**config.mk**
```make
export PLATFORM = sky130hd
export DESIGN_NAME = br_write_arbiter_flat
export DESIGN_NICKNAME = d
export VERILOG_FILES = /design/src/rtl/br_pkg.sv /design/src/rtl/br_write_arbiter_if.sv /design/src/rtl/br_clear_seq.sv /design/src/rtl/br_write_arbiter.sv /design/src/flat_wrapper.sv
export SDC_FILE = /design/constraint.sdc
export NUM_CORES = 1
export LEC_CHECK = 0
export CAP_MARGIN = 10
export CORE_AREA = 2 2 103 85
export DETAILED_ROUTE_END_ITERATION = 7
export DIE_AREA = 0 0 105 87
export HOLD_SLACK_MARGIN = 0.15
export MAX_ROUTING_LAYER = met4
export SLEW_MARGIN = 20
export SYNTH_ARGS = -nofsm -noshare
export SYNTH_HDL_FRONTEND = slang
export SYNTH_SLANG_ARGS = --single-unit
export TNS_END_PERCENT = 20
```
**constraint.sdc**
```tcl
create_clock -name clk -period 2 [get_ports clk]
set_clock_uncertainty 0.05 [all_clocks]
set_input_delay 0.2 -clock clk [delete_from_list [all_inputs] [get_ports clk]]
set_output_delay 0.2 -clock clk [all_outputs]
set_load 0.01 [all_outputs]
```
**src/rtl/br_pkg.sv**
```systemverilog
// Shared definitions for the register bank write-port arbiter.
// Holds bank geometry, the sequencer state type and a small address helper.
package br_pkg;

  localparam int BR_ADDR_W   = 5;
  localparam int BR_DATA_W   = 32;
  localparam int BR_NUM_REGS = 32;

  typedef enum logic {
    CLEAR,
    RUN
  } br_wr_state_t;

  // Register 0 is hard-wired to zero in the bank, so writes to it are dropped.
  function automatic logic br_is_write(input logic [BR_ADDR_W-1:0] addr);
    return addr != '0;
  endfunction

endpackage

```
**src/rtl/br_write_arbiter_if.sv**
```systemverilog
// Writeback-side and bank-side signals of the register bank write port.
// master: the writeback requesters and the bank; slave: the arbiter itself.
interface br_write_arbiter_if;
  import br_pkg::*;

  logic                 a_valid;
  logic [BR_ADDR_W-1:0] a_addr;
  logic [BR_DATA_W-1:0] a_data;
  logic                 a_ready;

  logic                 b_valid;
  logic [BR_ADDR_W-1:0] b_addr;
  logic [BR_DATA_W-1:0] b_data;
  logic                 b_ready;

  logic [BR_ADDR_W-1:0] Write_Reg;
  logic [BR_DATA_W-1:0] Write_Data;
  logic                 RegWrite;
  logic                 busy;

  modport slave (
    input  a_valid, a_addr, a_data,
    input  b_valid, b_addr, b_data,
    output a_ready, b_ready,
    output Write_Reg, Write_Data, RegWrite, busy
  );

  modport master (
    output a_valid, a_addr, a_data,
    output b_valid, b_addr, b_data,
    input  a_ready, b_ready,
    input  Write_Reg, Write_Data, RegWrite, busy
  );

endinterface

```
**src/rtl/br_clear_seq.sv**
```systemverilog
// Index generator for the post-reset bank clear: walks registers 1..31.
// Only instantiated when BR_CLEAR_ON_RESET_EN is defined.
module br_clear_seq
  import br_pkg::*;
(
  input  logic                 clk,
  input  logic                 rst_n,
  input  logic                 en,
  output logic [BR_ADDR_W-1:0] index,
  output logic                 done
);

  // Advance through the register indices while the clear is running; restart at 1 on reset.
  always_ff @(posedge clk or negedge rst_n) begin
    if (!rst_n) begin
      index <= BR_ADDR_W'(1);
    end else if (en) begin
      index <= index + BR_ADDR_W'(1);
    end
  end

  assign done = (index == BR_ADDR_W'(BR_NUM_REGS - 1));

endmodule

```
**src/rtl/br_write_arbiter.sv**
```systemverilog
// Write-port sequencer/arbiter for the 32x32 register bank.
// Requester A (ALU) is preferred over B (load) unless B has waited STARVE_LIMIT
// cycles. Writes to register 0 complete the handshake but never reach the bank.
// Optional feature macro: BR_CLEAR_ON_RESET_EN (zero registers 1..31 after reset).
module br_write_arbiter
  import br_pkg::*;
#(
  parameter int STARVE_LIMIT = 4
)
(
  input  logic               clk,
  input  logic               rst_n,
  br_write_arbiter_if.slave  bus
);

  localparam logic [3:0] LIMIT = 4'(STARVE_LIMIT);

  logic [3:0]           starve_cnt;
  logic                 a_rdy;
  logic                 b_rdy;
  logic                 in_run;
  logic                 reg_write;
  logic [BR_ADDR_W-1:0] write_reg;
  logic [BR_DATA_W-1:0] write_data;
  br_wr_state_t         state;

`ifdef BR_CLEAR_ON_RESET_EN
  logic [BR_ADDR_W-1:0] clr_index;
  logic                 clr_done;

  br_clear_seq u_clear_seq (
    .clk   (clk),
    .rst_n (rst_n),
    .en    (state == CLEAR),
    .index (clr_index),
    .done  (clr_done)
  );
`else
  assign state = RUN;
`endif

  assign in_run = (state == RUN);

  // Grant logic: A by default, B when it has starved; nothing while clearing or in reset.
  always_comb begin
    a_rdy = 1'b0;
    b_rdy = 1'b0;
    if (rst_n && in_run) begin
      if (bus.a_valid && bus.b_valid) begin
        if (starve_cnt == LIMIT) begin
          b_rdy = 1'b1;
        end else begin
          a_rdy = 1'b1;
        end
      end else begin
        a_rdy = bus.a_valid;
        b_rdy = bus.b_valid;
      end
    end
  end

  // Count consecutive cycles B is left waiting; saturate at the limit.
  always_ff @(posedge clk or negedge rst_n) begin
    if (!rst_n) begin
      starve_cnt <= '0;
    end else if (in_run && bus.b_valid && !b_rdy) begin
      if (starve_cnt != LIMIT) begin
        starve_cnt <= starve_cnt + 4'd1;
      end
    end else begin
      starve_cnt <= '0;
    end
  end

  // Sequencer state and registered bank outputs: clear sweep, then granted writes.
  always_ff @(posedge clk or negedge rst_n) begin
    if (!rst_n) begin
      reg_write  <= 1'b0;
      write_reg  <= '0;
      write_data <= '0;
`ifdef BR_CLEAR_ON_RESET_EN
      state      <= CLEAR;
`endif
    end else begin
`ifdef BR_CLEAR_ON_RESET_EN
      if (state == CLEAR) begin
        reg_write  <= 1'b1;
        write_reg  <= clr_index;
        write_data <= '0;
        if (clr_done) begin
          state <= RUN;
        end
      end else
`endif
      if (a_rdy && br_is_write(bus.a_addr)) begin
        reg_write  <= 1'b1;
        write_reg  <= bus.a_addr;
        write_data <= bus.a_data;
      end else if (b_rdy && br_is_write(bus.b_addr)) begin
        reg_write  <= 1'b1;
        write_reg  <= bus.b_addr;
        write_data <= bus.b_data;
      end else begin
        reg_write  <= 1'b0;
      end
    end
  end

  assign bus.a_ready    = a_rdy;
  assign bus.b_ready    = b_rdy;
  assign bus.RegWrite   = reg_write;
  assign bus.Write_Reg  = write_reg;
  assign bus.Write_Data = write_data;
`ifdef BR_CLEAR_ON_RESET_EN
  assign bus.busy       = (state == CLEAR);
`else
  assign bus.busy       = 1'b0;
`endif

endmodule

```
**src/flat_wrapper.sv**
```systemverilog
// flat-port wrapper written by rule: the top's interface ports become plain ports
module br_write_arbiter_flat import br_pkg::*;
#(
  parameter int STARVE_LIMIT = 4
)
  (clk, rst_n, bus_a_valid, bus_a_addr, bus_a_data, bus_b_valid, bus_b_addr, bus_b_data, bus_a_ready, bus_b_ready, bus_Write_Reg, bus_Write_Data, bus_RegWrite, bus_busy);
  br_write_arbiter_if bus_i ();
  input  logic clk;
  input  logic rst_n;
  input wire logic [$bits(bus_i.a_valid)-1:0] bus_a_valid;
  input wire logic [$bits(bus_i.a_addr)-1:0] bus_a_addr;
  input wire logic [$bits(bus_i.a_data)-1:0] bus_a_data;
  input wire logic [$bits(bus_i.b_valid)-1:0] bus_b_valid;
  input wire logic [$bits(bus_i.b_addr)-1:0] bus_b_addr;
  input wire logic [$bits(bus_i.b_data)-1:0] bus_b_data;
  output wire logic [$bits(bus_i.a_ready)-1:0] bus_a_ready;
  output wire logic [$bits(bus_i.b_ready)-1:0] bus_b_ready;
  output wire logic [$bits(bus_i.Write_Reg)-1:0] bus_Write_Reg;
  output wire logic [$bits(bus_i.Write_Data)-1:0] bus_Write_Data;
  output wire logic [$bits(bus_i.RegWrite)-1:0] bus_RegWrite;
  output wire logic [$bits(bus_i.busy)-1:0] bus_busy;
  assign bus_i.a_valid = bus_a_valid;
  assign bus_i.a_addr = bus_a_addr;
  assign bus_i.a_data = bus_a_data;
  assign bus_i.b_valid = bus_b_valid;
  assign bus_i.b_addr = bus_b_addr;
  assign bus_i.b_data = bus_b_data;
  assign bus_a_ready = bus_i.a_ready;
  assign bus_b_ready = bus_i.b_ready;
  assign bus_Write_Reg = bus_i.Write_Reg;
  assign bus_Write_Data = bus_i.Write_Data;
  assign bus_RegWrite = bus_i.RegWrite;
  assign bus_busy = bus_i.busy;
  br_write_arbiter #(.STARVE_LIMIT(STARVE_LIMIT)) u_core (.clk(clk), .rst_n(rst_n), .bus(bus_i));
endmodule
```
==> results.md, run 1 <==
* Nets at ~450
* Max-slew violation count at 0
* End of the worst register-to-register path: u_core.bus.Write_Data[21]
* CP required at 1750 ps
* Post-synth EDFFs at 0
* Max-slew headroom at a little under two thirds
* Most common cell in the synthesized netlist: dfrtp_1
* Worst-Skew Late Latency at 290 ps
* Mapped Nets at approximately 340
* Die Wd at 105 um
* Area Overhead vs Synth at 60.5%
* Die span in y at between 80 and 90 um
* Synth top area cells: dfrtp_1 (44%), a221oi_1 (13%), a31oi_1 (9.2%)
* Num ports at ~120
* Seq/Total Area, Yosys at about 44%
* Crit Path Class: reg -> out
* Synth Warn # at 0
* Area leader, netlist: dfrtp_1
* Final WL at around 8.2 mm
* Worst-margin pin slew at 544 ps
* Die area at 0.00914 mm2
* Max Freq at 518 MHz
* First-pass GRT wire length at 12.7 mm
* Vias in the first global route at between 2000 and 2500
* Synth unique cells at 28
* Ys async rst share at 100%
* Setup crit end kind: output port
* R2R Setup Slk at approximately 100 ps
* Yosys top cell area share at 44.2%
* Drt drc at 0
* CTS sink cnt at 42
* GRT Resource Usage Total at 17.9%
* First-pass DRT Iterations at 4
* GRT overflow at 0
* Leak Pwr at about 1.4 nW
* Detail Route Antenna Nets at 0
* Pwr/cell area at between 600 and 700 mW/mm2
* Detail Placement HPWL at between 5 and 6 mm
* Top cell types by occurrence after synthesis: dfrtp_1 (42), a221oi_1 (35), a31oi_1 (35), o21ai_0 (35), nand3_1 (34)
* Average size of a mapped cell at slightly above 9 um2
* H-tree depth at 2
* Fin area at 0.00382 mm2
* Synth Register Bits at 42
* TritonCTS Buffers at 5
* Hold WS at 431 ps
* Area of the mapped netlist at roughly 0.0024 mm2
* Mean routed wirelength per cell at between 15 and 20 um
* Share of layout cells above drive strength 1 at between 10 and 15%
* Final min period at around 1900 ps
* Total placed instance area at 0.00366 mm2
* CTS clk-pin slew, worst paths at about 90 ps
* Setup crit end: bus_a_ready
* Final worst-path cycle share at between 90% and 100%
* Setup TNS at 0 ps
* Initial core utilization at slightly below 30%
* Predominant post-synthesis flop cell: dfrtp_1
* R2R depth at 8
* CTS tree: yes
* Detailed-route via count at between 2000 and 3000
* Iteration-0 DRC Markers at between 100 and 150
* ANT cells at 0
* Outcome: finished, final reports clean
* Critical path arrival at ~1700 ps
* Initial antenna violation count at 0
* HP Class: in -> reg
* Root buffer cell: clkbuf_8
* Crit path launch type: register
* RR Startpoint: u_core.starve_cnt[0]
* CTS max path bufs at 2
* Fill cells at 822
* Gpl congestion at a little over 0.8
* Pin count of the biggest net entering global routing at 43
* Num rows at 30
* CP Launch Point: u_core.starve_cnt[0]
* Largest fanout on the critical path at 4
* Via/cell ratio at approximately 5.4
* Maximum vdd drop at ~390 uV
* Final setup viols at 0
* Max cap viols at 0
* Core area at slightly above 0.008 mm2
* Synth Instances at 255
* Port bufs at between 100 and 150
* Hold Fails Final Rpt at 0
## registers in the layout (all words and copies together) (netlist names)
signal,count
u_core.bus.Write_Reg,5
u_core.bus.Write_Data,32
u_core.starve_cnt,4
u_core.bus.RegWrite,1
## cell type report
class,count,area (um2),area share (%)
tap,112,140,3.67
timing repair buffer,141,1400,36.7
clock buffer,7,86.3,2.26
sequential,42,1050,27.5
multi-input combinational,174,1110,29.2
clock inverter,1,5.00,0.131
inverter,4,20.0,0.525
## through the flow
stage          setup WS (ps)  std cells  power (mW)  util, %
5_1_grt                -6.83        481        2.80     46.6
3_3_place_gp            45.3        470        2.05     44.8
2_1_floorplan            241        255        1.50        -
6_report                71.0        481        2.64     46.6
4_1_cts                 4.77        479        2.64     46.0
3_5_place_dp            22.9        470        2.06     44.8
## routing by layer
metal  track usage [%]  routed length (um)  share of wire (%)  up-vias
li1                  -                   -                  -     1221
met1              23.2                3610                 44     1253
met2              28.3                3890                 47      119
met3              4.04                 623                7.6        8
met4              4.97                  97                1.2        0
met5                 -                   0                  0        -
## worst min path at each step
stage               slack, ps           start  cells after the start                   endpoint
floorplan                -150           rst_n                      0        u_core.bus.RegWrite
global placement          350           rst_n                      2  u_core.bus.Write_Data[31]
detailed placement        350           rst_n                      2       u_core.starve_cnt[3]
CTS                       430  bus_a_data[24]                      3  u_core.bus.Write_Data[24]
global route              430   bus_b_data[0]                      3   u_core.bus.Write_Data[0]
finish                    430  bus_b_data[13]                      3  u_core.bus.Write_Data[13]
## worst max-delay path: stages (launching register included)
cell and delay [ps]:
dfrtp_1 370, inv_1 70, ha_1 210, and3b_4 200
a21o_4 230, inv_6 80, clkdlybuf4s15_2 220
## logic make-up (layout without fill, tap and decap cells)
| logic type | Yosys count | in the layout | synth area share, % |
|---|---|---|---|
| other | 1 | 1 | 0.158 |
| AOI/OAI and AO/OA | 114 | 114 | 32.5 |
| adders and majority gates | 2 | 2 | 1.05 |
| xor gates and xnor gates | 3 | 3 | 1.11 |
| DFF | 42 | 42 | 44.2 |
| buffers and inverters | 39 | 153 | 9.74 |
| and+or+nand+nor | 54 | 54 | 11.2 |
## report_power, final
| part | internal [mW] | total [mW] | switching (mW) |
|---|---|---|---|
| combinational | 0.570 | 0.966 | 0.397 |
| sequential | 1.00 | 1.09 | 0.0923 |
| clock | 0.279 | 0.577 | 0.298 |
| total | 1.85 | 2.64 | 0.787 |
## layout by cell type, fill, tap and decap left out, types with 2 or more instances in the layout
cell type and n:
dfrtp_1 42, a21oi_1 2, buf_6 2, clkbuf_8 6
nor2_1 3, nor3_1 3, xnor2_1 2, a22o_1 2
clkdlybuf4s50_1 114, buf_12 2, nand3_1 34, ha_1 2
a31oi_1 35, buf_4 18, a221oi_1 34, inv_1 3
o21ai_0 35, nand2_1 9
## repair_timing
action / 4_1_cts / 5_1_grt
endpoints found under the setup margin: 2 / 29
endpoints found under the hold margin: 42 / 0
pin swaps: 1 / 1
buffers inserted: 0 / 1
hold buffers: 1 / 0
gates cloned: 0 / 1
gates resized for setup: 4 / 5
(Power assumes the default switching activity.)
==> run 2: changes to the inputs <==
--- a/config.mk
+++ b/config.mk
@@ -6,13 +6,15 @@
 export NUM_CORES = 1
 export LEC_CHECK = 0
 export CAP_MARGIN = 10
-export CORE_AREA = 2 2 103 85
+export CORE_AREA = 2 2 97 81
 export DETAILED_ROUTE_END_ITERATION = 7
-export DIE_AREA = 0 0 105 87
+export DIE_AREA = 0 0 99 83
 export HOLD_SLACK_MARGIN = 0.15
 export MAX_ROUTING_LAYER = met4
+export PLACE_DENSITY_LB_ADDON = 0.1
 export SLEW_MARGIN = 20
 export SYNTH_ARGS = -nofsm -noshare
 export SYNTH_HDL_FRONTEND = slang
+export SYNTH_HIERARCHICAL = 1
 export SYNTH_SLANG_ARGS = --single-unit
 export TNS_END_PERCENT = 20
==> constraint.sdc (replaced) <==
create_clock -name clk -period 2.2 [get_ports clk]
set_clock_uncertainty 0.05 [all_clocks]
set_input_delay 0.22 -clock clk [delete_from_list [all_inputs] [get_ports clk]]
set_output_delay 0.22 -clock clk [all_outputs]
set_load 0.01 [all_outputs]
==> run 2 against run 1 <==
Against the previous run: sequential power fell by 13%; routed wire length is 33% lower; final cell count down 15%; register-to-register slack improved by 180 ps; global-route usage shrank 3.7 points; synthesized cell count decreased by 22%; synthesized area is 11% lower; setup slack better by 120 ps; worst hold slack worse by 100 ps; power shrank 9.8%; combinational power decreased by 26%; sequential share of layout area increased by 2.4 points; largest cell class unchanged.
==> results.md, run 2 <==
* Outcome: finished, final reports clean
* Setup crit end kind: output port
* Commonest cells after routing, fill and taps aside: clkdlybuf4s50_1 (114), dfrtp_1 (42), nor2_1 (36)
* Detail Route Antenna Nets at 0
* CP required at about 1900 ps
* TritonCTS Buffers at 5
* End of the worst register-to-register path: u_core/bus.Write_Data[3]
* Max reg flops at 32
* CTS tree: yes
* Pin count of the biggest net entering global routing at 45
* R2R depth at 8
* Switch share at about a quarter
* Vias in the first global route at between 1500 and 2000
* Seq/Total Area, Yosys at between 40% and 50%
* Mapped Nets at between 200 and 300
* Max Freq at 498 MHz
* Synth Instances at 198
* Worst-Skew Late Latency at 280 ps
* Maximum vdd drop at approximately 280 uV
* Sequential Power Share at 40.0%
* ANT cells at 0
* Final worst-path setup slack at 191 ps
* Die area at a little over 0.008 mm2
* Top cell types by occurrence after synthesis: dfrtp_1 (42), nor2_1 (36), a21oi_1 (33), mux2i_1 (33), buf_6 (6)
* Met3 Routed Length at ~440 um
* Ys async rst share at 100%
* Num rows at 28
* First-pass GRT wire length at 9.09 mm
* Clock power frac at between 20% and 30%
* Detail Placement HPWL at between 4 and 5 mm
* CTS clk-pin slew, worst paths at 80 ps
* H-tree depth at 2
* Nets at 399
* Crit Path Class: reg -> out
* Detailed-route via count at 1810
* Setup WS pre-CTS at 2.12 ps
* Hold Fails Final Rpt at 0
* Drt drc at 0
* Sw power at slightly above 0.6 mW
* Core area at a little over 0.007 mm2
* Critical path arrival at ~1700 ps
* Postcts setup bufs at 0
* Initial core utilization at 29.4%
* Synth top area cells: dfrtp_1 (50%), mux2i_1 (16%), a21oi_1 (7.8%)
* Initial antenna violation count at 0
* Num ports at between 100 and 150
* DRT met1 WL at between 2 and 3 mm
* Largest fanout on the critical path at 4
* Synth Register Bits at 42
* Final min period at about 2000 ps
* HP Class: in -> async
* Commonest non-fill, non-tap cell in the layout: clkdlybuf4s50_1
* Iteration-0 DRC Markers at 26
* Die span in y at 83 um
* Max-slew violation count at 0
* Most common cell in the synthesized netlist: dfrtp_1
* Synth Warn # at 6
* GRT overflow at 0
* R2R Setup Slk at between 200 and 300 ps
* Area of the mapped netlist at between 0.002 and 0.0025 mm2
* Uppermost layer routed: met4
* Post-synth EDFFs at 0
* Area leader, netlist: dfrtp_1
* Share of layout cells above drive strength 1 at about 7.5%
* Total placed instance area at 0.00337 mm2
* Mean routed wirelength per cell at roughly 13 um
* Final worst-path cycle share at 91.3%
* Die Wd at 99 um
* Setup TNS at 0 ps
* RSZ-0062 raised after global routing: false
* Final WL at ~5.5 mm
* Predominant post-synthesis flop cell: dfrtp_1
* RR Startpoint: u_core/starve_cnt[0]
* Final setup viols at 0
* First-pass DRT Iterations at 4
* Pwr/cell area at 677 mW/mm2
* CTS max path bufs at 2
* Max cap viols at 0
* GRT Resource Usage Total at 14.2%
* Port bufs at approximately 120
* Leak Pwr at ~1.6 nW
* Area Overhead vs Synth at 66.3%
* Yosys top cell area share at about half
* Root buffer cell: clkbuf_8
* Fin area at 0.00351 mm2
* Int Pwr at about 1.8 mW
* Met2 wire len at around 2.5 mm
* CTS sink cnt at 42
* Average size of a mapped cell at 10.7 um2
* Combinational power share at between 30% and 40%
* Crit path launch type: register
* Synth unique cells at 33
* Via/cell ratio at ~4.4
* Gpl congestion at between 0.7 and 0.8
[run 2: cell count changes after synthesis, sizes merged, moves of 3 or more]
cell	before	now
mux2i	0	33
a221oi	35	0
nor2	3	36
nand2	10	2
a31oi	35	0
nand3	34	2
clkbuf	20	0
o21ai	35	5
a22oi	0	4
nor3	3	0
a21oi	3	35
[run 2: final cells by class]
class	count	area [um2]
clock buffers	5	68.8
inverters	5	18.8
multi-input cells	137	907
clock inverters	3	68.8
repair buffers	128	1290
flip-flops and latches	42	1050
fillers	688	3670
well taps	90	113
[run 2: through the flow]
| stage | total power [mW] | hold WS [ps] | util, % | std cells |
|---|---|---|---|---|
| 2_1_floorplan | 1.25 | -126 | - | 198 |
| 3_3_place_gp | 1.69 | 109 | 46.9 | 401 |
| 3_5_place_dp | 1.70 | 108 | 46.9 | 401 |
| 4_1_cts | 2.43 | 331 | 48.9 | 410 |
| 5_1_grt | 2.53 | 347 | 48.9 | 410 |
| 6_report | 2.38 | 330 | 48.9 | 410 |
[run 2: timing repair]
action                     CTS  global route
gates resized for setup      2             0
hold endpoints to repair    10             0
setup endpoints to repair    2             0
hold buffers                 1             0
[run 2: logic make-up (layout without fill, tap and decap cells)]
group	after synthesis	after routing	synth area share, %
AOI/OAI and AO/OA	49	49	13.4
xor gates and xnor gates	2	2	0.829
adders and majority gates	2	2	1.18
buffers and inverters	19	141	8.23
DFF	42	42	49.7
muxes	33	33	15.6
other	1	1	0.177
and+or+nand+nor	50	50	10.8
[run 2: layer usage]
layer | vias up | global-route usage (%)
met2 | 61 | 21.9
li1 | 923 | -
met3 | 2 | 4.46
met5 | - | -
met4 | 0 | 2.99
met1 | 824 | 18.4
[run 2: power by group through the flow]
stage | Combinational (mW) | Clock, mW | Sequential (mW)
4_1_cts | 0.731 | 0.742 | 0.954
5_1_grt | 0.782 | 0.776 | 0.971
3_3_place_gp | 0.725 | 0 | 0.964
2_1_floorplan | 0.232 | 0 | 1.02
6_report | 0.719 | 0.708 | 0.953
3_5_place_dp | 0.731 | 0 | 0.967
[run 2: worst max-delay path by stage]
stage               slack (ps)            startpoint                         to
global route                90  u_core/starve_cnt[0]                bus_b_ready
finish                     190  u_core/starve_cnt[0]                bus_b_ready
CTS                        180  u_core/starve_cnt[0]                bus_b_ready
global placement             7         bus_a_addr[0]  u_core/bus.Write_Data[28]
floorplan                  320  u_core/starve_cnt[0]  u_core/bus.Write_Data[16]
detailed placement           2         bus_a_addr[0]   u_core/bus.Write_Data[3]
[run 2: critical path, stage by stage (launching register included)]
cell	delay, ps
dfrtp_1	390
inv_1	70
ha_1	220
and3b_1	210
o211a_1	260
dlygate4sd2_1	300
==> run 3: changes to the inputs <==
--- a/config.mk
+++ b/config.mk
@@ -5,10 +5,11 @@
 export SDC_FILE = /design/constraint.sdc
 export NUM_CORES = 1
 export LEC_CHECK = 0
+export ABC_AREA = 1
 export CAP_MARGIN = 10
-export CORE_AREA = 2 2 97 81
+export CORE_AREA = 2 2 112 92
 export DETAILED_ROUTE_END_ITERATION = 7
-export DIE_AREA = 0 0 99 83
+export DIE_AREA = 0 0 114 94
 export HOLD_SLACK_MARGIN = 0.15
 export MAX_ROUTING_LAYER = met4
 export PLACE_DENSITY_LB_ADDON = 0.1
==> run 3 against run 2 <==
Against the previous run: power increased by 8.8%; worst hold slack improved by 94 ps; via count is 44% higher; non-clock buffer count is 1 higher; sequential power is 3.8% higher; clock power barely moved; register-to-register slack better by 110 ps; flip-flop and latch count stayed put; sequential share of layout area is 4.7 points lower; highest routed layer unchanged.
==> results.md, run 3 <==
* Outcome: finished, final reports clean
* Root buffer cell: clkbuf_16
* Largest fanout on the critical path at 4
* RSZ-0062 raised after global routing: false
* Core area at 0.00953 mm2
* Max cap viols at 0
* Setup TNS at 0 ps
* Final min period at ~2100 ps
* GRT overflow at 0
* Die span in y at ~94 um
* ANT cells at 0
* Hold Path Sink: u_core/bus.Write_Data[11]
* Max reg flops at 32
* Final setup viols at 0
* HP Class: reg -> reg
* Hold depth at 2
* Pwr/cell area at around 620 mW/mm2
* CP required at 1930 ps
* Detail Placement HPWL at between 5 and 6 mm
* Postcts setup bufs at 0
* Mapped Nets at 431
* Iteration-0 DRC Markers at 140
* R2R Setup Slk at slightly below 400 ps
* Predominant post-synthesis flop cell: dfrtp_1
* Total placed instance area at approximately 0.0040 mm2
* CTS tree: yes
* Setup crit end kind: output port
* Drt drc at 0
* Area of the mapped netlist at approximately 0.0028 mm2
* Final WL at 8.21 mm
* Sw power at slightly below 0.8 mW
* Mean routed wirelength per cell at about 14 um
* Final worst-path cycle share at a little over nine tenths
* Placed Cells at 578
* Area Overhead vs Synth at 49.0%
* Initial core utilization at between 20% and 30%
* Setup WS pre-CTS at roughly 250 ps
* RR Startpoint: u_core/starve_cnt[0]
* Area leader, netlist: dfrtp_1
* Pin count of the biggest net entering global routing at 37
* Seq/Total Area, Yosys at between 30% and 40%
* Most common cell in the synthesized netlist: nand2_1
* Ys async rst share at 100%
* Post-synth EDFFs at 0
* Commonest cells after routing, fill and taps aside: clkdlybuf4s50_1 (115), nand2_1 (85), inv_1 (74)
* Worst-Skew Late Latency at between 200 and 300 ps
* GRT Resource Usage Total at ~16%
* Top cell types by occurrence after synthesis: nand2_1 (85), inv_1 (74), dfrtp_1 (42)
* Initial antenna violation count at 0
* Synth Instances at 351
* Final worst-path setup slack at between 100 and 150 ps
* Port bufs at 117
* Die area at roughly 0.011 mm2
* Clock power frac at a little over a quarter
* Num ports at ~120
* First-pass DRT Iterations at 4
* Switch share at a little under a third
* Final cell count without fillers at a little under 600
* Total power at 2.59 mW
* R2R depth at 9
* CTS sink cnt at 42
* First-pass GRT wire length at approximately 13 mm
* Hold Fails Final Rpt at 0
* Critical path arrival at about 1800 ps
* Hold Path Origin: u_core/bus.Write_Data[11]
* Die Wd at roughly 110 um
* Share of layout cells above drive strength 1 at 18.0%
* Hold WS at roughly 420 ps
* End of the worst register-to-register path: u_core/bus.Write_Reg[1]
* Synth Warn # at 6
* Max Freq at around 480 MHz
* CTS max path bufs at 2
* Fin area at around 0.0042 mm2
* Crit Path Class: reg -> out
* Nets at between 500 and 600
* TritonCTS Buffers at 5
* Via/cell ratio at 4.45
* Synth top area cells: dfrtp_1 (38%), nand2_1 (11%), nand3_2 (11%)
* Gpl congestion at between 0.8 and 0.9
* Final Util at a little over two fifths
* Synth Register Bits at 42
* CTS clk-pin slew, worst paths at ~60 ps
* Commonest non-fill, non-tap cell in the layout: clkdlybuf4s50_1
* Yosys top cell area share at ~38%
* Crit path launch type: register
* Combinational power share at roughly 35%
* Average size of a mapped cell at 7.98 um2
* Num rows at 32
* H-tree depth at 2
* Detail Route Antenna Nets at 0
* Synth unique cells at 29
* Max-slew violation count at 0
* Detailed-route via count at between 2000 and 3000
* Vias in the first global route at between 2000 and 3000
* Sequential Power Share at a little under two fifths
* Maximum vdd drop at around 280 uV
* Leak Pwr at ~2.1 nW
* Int Pwr at ~1.8 mW
-- run 3: changes by cell type after synthesis, moves of 28 or more --
cell     before  now
inv_1         5   74
nand2_1       2   85
nand3_2       0   30
nor2_1       36    5
nand2_2       0   28
mux2i_1      33    1
a21oi_1      33    1
nand4_1       0   34
-- run 3: kinds of logic after synthesis --
| kind of cell | after synthesis | synth area share [%] |
|---|---|---|
| simple gates | 202 | 42.3 |
| other cells | 1 | 0.134 |
| xor+xnor | 2 | 0.625 |
| buf+inv | 97 | 17.2 |
| flops | 42 | 37.5 |
| compound gates | 4 | 0.938 |
| mux | 1 | 0.357 |
| fa+ha+maj | 2 | 0.893 |
-- run 3: layer usage --
metal  vias to the layer above  share of wire [%]  track usage (%)
met3                         2                6.5             3.74
met5                         -                  0                -
met1                      1203                 48             20.8
met4                         0               0.45             3.46
li1                       1315                  -                -
met2                        87                 45             25.9
-- run 3: final cells by class --
type / instances / area, um2
inverter: 77 / 294
multi-input combinational: 212 / 1270
clock buffer: 7 / 133
fill: 972 / 5350
timing repair buffer: 129 / 1270
sequential: 42 / 1050
tap: 119 / 149
-- run 3: what timing repair did --
item,4_1_cts,5_1_grt
cloned,0,0
hold buffers,1,0
gates resized for setup,1,2
endpoints found under the hold margin,42,0
endpoints found under the setup margin,1,1
-- run 3: power groups by stage --
stage	Sequential (mW)	Combinational, mW	Clock [mW]
6_report	0.989	0.894	0.707
5_1_grt	1.01	0.979	0.760
2_1_floorplan	1.06	0.356	0
3_3_place_gp	1.00	0.893	0
3_5_place_dp	1.00	0.901	0
4_1_cts	0.990	0.906	0.731
-- run 3: worst max-delay path: stages, from the launching register on --
cell	delay, ps
dfrtp_1	400
inv_1	100
ha_2	230
nand4_4	150
nand2_1	90
inv_1	70
clkdlybuf4s50_1	490
-- run 3: how the worst max path moves through the flow --
stage	startpoint	end	slack [ps]	depth (start not counted)
2_1_floorplan	u_core/starve_cnt[0]	u_core/bus.Write_Data[0]	600	9
5_1_grt	u_core/starve_cnt[0]	bus_a_ready	7	6
3_3_place_gp	bus_a_valid	bus_a_ready	310	6
3_5_place_dp	bus_b_valid	bus_b_ready	250	4
6_report	u_core/starve_cnt[0]	bus_a_ready	130	6
4_1_cts	u_core/starve_cnt[0]	bus_b_ready	20	5
